**src/rtl/modexp_sequencer.sv**
```systemverilog
// modexp_sequencer: drives one shared modular multiplier through left-to-right
// binary square-and-multiply to form base^exponent mod modulus.
//
// state     | meaning
// ----------+------------------------------------------------------------
// IDLE      | waiting for start; operands latched on acceptance
// LOAD      | trivial-modulus decision, r=1, idx=top bit
// SQ_ISSUE  | mm_start pulse for r*r
// SQ_WAIT   | waiting for square result, operands held
// MUL_ISSUE | mm_start pulse for r*base
// MUL_WAIT  | waiting for multiply result, operands held
// NEXT      | step to the next exponent bit or finish
// DONE      | done pulse, result/err presented
//
// Multiplier operands are registered on entry to an ISSUE state, so they are
// stable from the mm_start cycle through the whole matching WAIT state.
// The wait timer counts cycles since mm_start; the abort decision is made in
// the last WAIT cycle so DONE lands exactly TIMEOUT cycles after mm_start,
// and an mm_done seen in that same last cycle still takes priority.

module modexp_sequencer #(
  parameter int WIDTH     = 6,
  parameter int EXP_WIDTH = 6,
  parameter int TIMEOUT   = 64
) (
  input  logic                 clk,
  input  logic                 reset,
  input  logic                 start,
  input  logic [WIDTH-1:0]     base,
  input  logic [EXP_WIDTH-1:0] exponent,
  input  logic [WIDTH-1:0]     modulus,
  output logic                 busy,
  output logic                 done,
  output logic                 err,
  output logic [WIDTH-1:0]     result,
  output logic                 mm_start,
  output logic [WIDTH-1:0]     mm_a,
  output logic [WIDTH-1:0]     mm_b,
  output logic [WIDTH-1:0]     mm_n,
  input  logic                 mm_done,
  input  logic [WIDTH-1:0]     mm_result
);

  localparam int IW = (EXP_WIDTH > 1) ? $clog2(EXP_WIDTH) : 1;
  localparam int TW = $clog2(TIMEOUT + 1);
  localparam logic [IW-1:0] IDX_TOP = IW'(EXP_WIDTH - 1);
  localparam logic [TW-1:0] TMO     = TW'(TIMEOUT);
  localparam logic [TW-1:0] TMR_ONE = TW'(1);

  typedef enum logic [2:0] {
    S_IDLE,
    S_LOAD,
    S_SQ_ISSUE,
    S_SQ_WAIT,
    S_MUL_ISSUE,
    S_MUL_WAIT,
    S_NEXT,
    S_DONE
  } state_t;

  state_t               state_q, state_d;
  logic [WIDTH-1:0]     base_q, base_d;
  logic [EXP_WIDTH-1:0] exp_q, exp_d;
  logic [WIDTH-1:0]     n_q, n_d;
  logic [WIDTH-1:0]     r_q, r_d;
  logic [IW-1:0]        idx_q, idx_d;
  logic [TW-1:0]        tmr_q, tmr_d;
  logic                 busy_q, busy_d;
  logic                 done_q, done_d;
  logic                 err_q, err_d;
  logic [WIDTH-1:0]     result_q, result_d;
  logic                 mm_start_q, mm_start_d;
  logic [WIDTH-1:0]     mm_a_q, mm_a_d;
  logic [WIDTH-1:0]     mm_b_q, mm_b_d;
  logic [WIDTH-1:0]     mm_n_q, mm_n_d;

  logic [TW-1:0] tmr_inc;
  logic          tmr_expire;

  assign tmr_inc    = tmr_q + TMR_ONE;
  assign tmr_expire = (tmr_inc == TMO);

  // Next-state and next-output computation for the sequencer.
  always_comb begin
    state_d    = state_q;
    base_d     = base_q;
    exp_d      = exp_q;
    n_d        = n_q;
    r_d        = r_q;
    idx_d      = idx_q;
    tmr_d      = tmr_q;
    busy_d     = busy_q;
    done_d     = 1'b0;
    err_d      = err_q;
    result_d   = result_q;
    mm_start_d = 1'b0;
    mm_a_d     = mm_a_q;
    mm_b_d     = mm_b_q;
    mm_n_d     = mm_n_q;

    case (state_q)
      S_IDLE: begin
        if (start) begin
          base_d  = base;
          exp_d   = exponent;
          n_d     = modulus;
          busy_d  = 1'b1;
          err_d   = 1'b0;
          state_d = S_LOAD;
        end
      end

      S_LOAD: begin
        if (n_q == '0 || n_q == WIDTH'(1)) begin
          result_d = '0;
          err_d    = (n_q == '0);
          done_d   = 1'b1;
          busy_d   = 1'b0;
          state_d  = S_DONE;
        end else begin
          r_d        = WIDTH'(1);
          idx_d      = IDX_TOP;
          mm_a_d     = WIDTH'(1);
          mm_b_d     = WIDTH'(1);
          mm_n_d     = n_q;
          mm_start_d = 1'b1;
          tmr_d      = '0;
          state_d    = S_SQ_ISSUE;
        end
      end

      S_SQ_ISSUE: begin
        tmr_d   = tmr_inc;
        state_d = S_SQ_WAIT;
      end

      S_SQ_WAIT: begin
        if (mm_done) begin
          r_d = mm_result;
          if (exp_q[idx_q]) begin
            mm_a_d     = mm_result;
            mm_b_d     = base_q;
            mm_start_d = 1'b1;
            tmr_d      = '0;
            state_d    = S_MUL_ISSUE;
          end else begin
            state_d = S_NEXT;
          end
        end else if (tmr_expire) begin
          result_d = r_q;
          err_d    = 1'b1;
          done_d   = 1'b1;
          busy_d   = 1'b0;
          state_d  = S_DONE;
        end else begin
          tmr_d = tmr_inc;
        end
      end

      S_MUL_ISSUE: begin
        tmr_d   = tmr_inc;
        state_d = S_MUL_WAIT;
      end

      S_MUL_WAIT: begin
        if (mm_done) begin
          r_d     = mm_result;
          state_d = S_NEXT;
        end else if (tmr_expire) begin
          result_d = r_q;
          err_d    = 1'b1;
          done_d   = 1'b1;
          busy_d   = 1'b0;
          state_d  = S_DONE;
        end else begin
          tmr_d = tmr_inc;
        end
      end

      S_NEXT: begin
        if (idx_q == '0) begin
          result_d = r_q;
          done_d   = 1'b1;
          busy_d   = 1'b0;
          state_d  = S_DONE;
        end else begin
          idx_d      = idx_q - IW'(1);
          mm_a_d     = r_q;
          mm_b_d     = r_q;
          mm_start_d = 1'b1;
          tmr_d      = '0;
          state_d    = S_SQ_ISSUE;
        end
      end

      S_DONE: begin
        state_d = S_IDLE;
      end

      default: begin
        state_d = S_IDLE;
      end
    endcase
  end

  // State and registered outputs; synchronous reset aborts any operation.
  always_ff @(posedge clk) begin
    if (reset) begin
      state_q    <= S_IDLE;
      base_q     <= '0;
      exp_q      <= '0;
      n_q        <= '0;
      r_q        <= '0;
      idx_q      <= '0;
      tmr_q      <= '0;
      busy_q     <= 1'b0;
      done_q     <= 1'b0;
      err_q      <= 1'b0;
      result_q   <= '0;
      mm_start_q <= 1'b0;
      mm_a_q     <= '0;
      mm_b_q     <= '0;
      mm_n_q     <= '0;
    end else begin
      state_q    <= state_d;
      base_q     <= base_d;
      exp_q      <= exp_d;
      n_q        <= n_d;
      r_q        <= r_d;
      idx_q      <= idx_d;
      tmr_q      <= tmr_d;
      busy_q     <= busy_d;
      done_q     <= done_d;
      err_q      <= err_d;
      result_q   <= result_d;
      mm_start_q <= mm_start_d;
      mm_a_q     <= mm_a_d;
      mm_b_q     <= mm_b_d;
      mm_n_q     <= mm_n_d;
    end
  end

  assign busy     = busy_q;
  assign done     = done_q;
  assign err      = err_q;
  assign result   = result_q;
  assign mm_start = mm_start_q;
  assign mm_a     = mm_a_q;
  assign mm_b     = mm_b_q;
  assign mm_n     = mm_n_q;

endmodule

```
**config.mk**
```make
export PLATFORM = sky130hd
export DESIGN_NAME = modexp_sequencer
export DESIGN_NICKNAME = d
export VERILOG_FILES = /design/src/rtl/modexp_sequencer.sv
export SDC_FILE = /design/constraint.sdc
export NUM_CORES = 1
export LEC_CHECK = 0
export ABC_AREA = 1
export CAP_MARGIN = 20
export CORE_ASPECT_RATIO = 0.9
export CORE_MARGIN = 5
export CORE_UTILIZATION = 56
export DETAILED_ROUTE_END_ITERATION = 12
export GPL_ROUTABILITY_DRIVEN = 1
export GPL_TIMING_DRIVEN = 0
export PLACE_DENSITY_LB_ADDON = 0.2
export SYNTH_ARGS = -nofsm -noshare
export SYNTH_HDL_FRONTEND = slang
export SYNTH_SLANG_ARGS = --single-unit
```
**constraint.sdc**
```tcl
create_clock -name clk -period 3.3 [get_ports clk]
set_input_delay 0.66 -clock clk [delete_from_list [all_inputs] [get_ports clk]]
set_output_delay 0.66 -clock clk [all_outputs]
set_load 0.05 [all_outputs]
```
==> results.txt <==
Run status - finished clean
Share of cells above drive strength 1 - 12.96%
Detailed placer's ending HPWL - 5679 um
Cell row count - 25
First-pass GRT wire length - 12950 um
TritonCTS clock tree - yes
Initial Util - 58.62%
Worst slew pin tran - 627.1 ps
Minimum clock period - 2186 ps
Routed vias/inst - 5.433
Fin Hold WS - 460.9 ps
WP data required - 2640 ps
Total Neg Setup Slack - 0 ps
Max_slew headroom - 58.19%
Mapped Cells - 424
Max-slew violations - 0
# IOs - 56
Pin count of the biggest net entering global routing - 13
Post-synth top flop - dfxtp_1
1st-iter DRT viols - 191
Highest clock rate - 457.6 MHz
Initial antenna violation count - 0
Hold Violations, Final - 0
Post-Syn Area per Cell - 7.395 um^2
Die Area - 0.007198 mm^2
H-tree depth - 3
Reg clk slew, reported paths - 70 ps
Cell Count, Final, Fillers Out - 561
Worst min-delay path class - flop to flop
GP Congestion - 0.8555
Number of global-route vias before repair - 2849
Crit path cell chain - clkdlybuf4s50_1
Ant diodes - 0
DRT Pass-1 Iters - 5
Vias - 3048
Clock skew - 6.223 ps
Slowest CP cell - clkdlybuf4s50_1
CP Class - flop to primary output
Flops & latches, synth - 65
Die Y - 80.99 um
Postcts setup bufs - 0
CTS max path bufs - 2
Power per cell area - 1071 mW/mm^2
Crit path max-delay family - buffers and inverters
Max-Cap Viols - 0
Clock root buffer - clkbuf_8
Remaining global-route overflow - 0
Die X-Extent - 88.88 um
Synth area leaders - dfxtp_1 (42%), nand2_1 (8.0%), a21oi_1 (7.8%)
WL final - 7770 um
EDFF count, synth - 0
Share of flip-flops with an asynchronous set or reset - 0%
Skew-Pair Late Insertion Delay - 350 ps
CP Data Arrival Time - 1530 ps
Gr usage total - 23.30%
VDD IR max - 0.6320 mV
Sequential area share after synthesis - 41.50%
Worst setup SP type - flop
Post-cts sizing count - 0
Placed cells - 545
Largest stage delay, worst path - 810 ps
Routed wire per std cell - 13.85 um
Final #Nets - 520
Unrepaired setup endpoints after global routing - false
Top cell type's share of synthesized area - 41.50%
Fillers - 421
Worst Path Buf+Inv - 1
Count of cell types in the netlist - 40
Drt drc - 0
Crit end category - primary output
Area Overhead vs Synth - 26.90%
Number of routed nets with antenna violations - 0
Worst-path fanout max - 2
I/O Buffers - 54
Total power - 4.261 mW
Syn Nets - 455
Netlist Area Pre-Place - 0.003136 mm^2
Post-synth top area cell - dfxtp_1
Total CTS buffers - 9
# clock sinks - 65
Leakage power - 1.587 nW
Yosys warnings - 0
Final setup violation count - 0
CORE AREA - 0.005349 mm^2
Final period utilization - 66.23%
Hold_buf cts - 0
[cells in the final DEF, fill, tap and decap left out, types with 4 or more instances in the layout]
| cell | instances |
|---|---|
| inv_2 | 10 |
| o22ai_1 | 5 |
| nand2_1 | 67 |
| o21ai_1 | 17 |
| clkbuf_8 | 9 |
| nand4_1 | 9 |
| clkbuf_1 | 10 |
| a211oi_2 | 5 |
| nand3_1 | 25 |
| nor2_1 | 43 |
| nor2_2 | 4 |
| o21ai_0 | 31 |
| dfxtp_1 | 65 |
| clkdlybuf4s50_1 | 54 |
| inv_1 | 42 |
| nand2_4 | 4 |
| a21oi_1 | 49 |
[logic make-up after synthesis]
kind of cell / after synthesis / share of synthesized area (%)
compound gates: 116 / 20.75
xor+xnor: 2 / 0.5588
fa+ha+maj: 3 / 1.197
buf+inv: 70 / 9.218
flops: 65 / 41.50
simple gates: 168 / 26.78
[power by group]
part / internal, mW / total (mW) / switching (mW)
registers: 1.06 / 1.22 / 0.156
clock network: 0.424 / 0.747 / 0.322
logic: 0.750 / 2.30 / 1.55
[layout make-up]
cell class                 count  area (um^2)  share of cell area [%]
inverter                      55        212.7                   5.346
tap                           67        83.83                   2.107
buffer                        15        76.32                   1.918
clock buffer                   9        123.9                   3.113
clock inverter                 7        95.09                   2.390
sequential                    65         1301                   32.70
multi-input combinational    289         1545                   38.84
timing repair buffer          54        540.5                   13.58
[worst paths after layout]
path	startpoint	cells past startpoint	slack [ps]	end
min reg2reg	exp_q[1]	2	460	exp_q[1]
max reg2reg	tmr_q[0]	10	1280	busy
min	exp_q[1]	2	460	exp_q[1]
max	busy	1	1110	busy
[registers in the layout, summed over array words and instances (netlist names), 6 cells and up]
register / cells
mm_a: 6
r_q: 6
tmr_q: 7
mm_b: 6
exp_q: 6
base_q: 6
result: 6
n_q: 6
mm_n: 6
[worst register-to-register path, delay by kind of cell (launching register included)]
family | cells | cell delay [ps]
AOI/OAI and AO/OA | 2 | 340
adders and majority gates | 1 | 270
DFF | 1 | 350
and+or+nand+nor | 6 | 940
buffers and inverters | 1 | 60
[routing by layer]
metal / global-route usage [%] / share of wire [%] / routed length [um] / up-vias
met1: 29.23 / 44 / 3395 / 1403
met2: 38.43 / 48 / 3742 / 96
met4: 7.855 / 1.5 / 114 / 0
met5: 0 / 0 / 0 / -
li1: - / - / - / 1532
met3: 6.491 / 6.7 / 519 / 17
[metrics by stage]
| stage | cell area, um^2 | worst slack (ps) | util, % |
|---|---|---|---|
| 6_report | 3979 | 1114 | 74.39 |
| 5_1_grt | 3979 | 1075 | 74.39 |
| 4_1_cts | 3979 | 1111 | 74.39 |
| 3_5_place_dp | 3760 | 1069 | 70.29 |
| 3_3_place_gp | 3760 | 1066 | 70.29 |
| 2_1_floorplan | 3136 | 1639 | - |
[synthesized netlist by cell type (4+ instances only)]
| cell type | instances |
|---|---|
| a211oi_2 | 5 |
| a21oi_1 | 49 |
| clkbuf_1 | 10 |
| dfxtp_1 | 65 |
| inv_1 | 42 |
| inv_2 | 10 |
| nand2_1 | 67 |
| nand2_4 | 4 |
| nand3_1 | 25 |
| nand4_1 | 9 |
| nor2_1 | 43 |
| nor2_2 | 4 |
| o21ai_0 | 31 |
| o21ai_1 | 17 |
| o22ai_1 | 5 |
No activity file was read; power rests on OpenSTA's default activity.
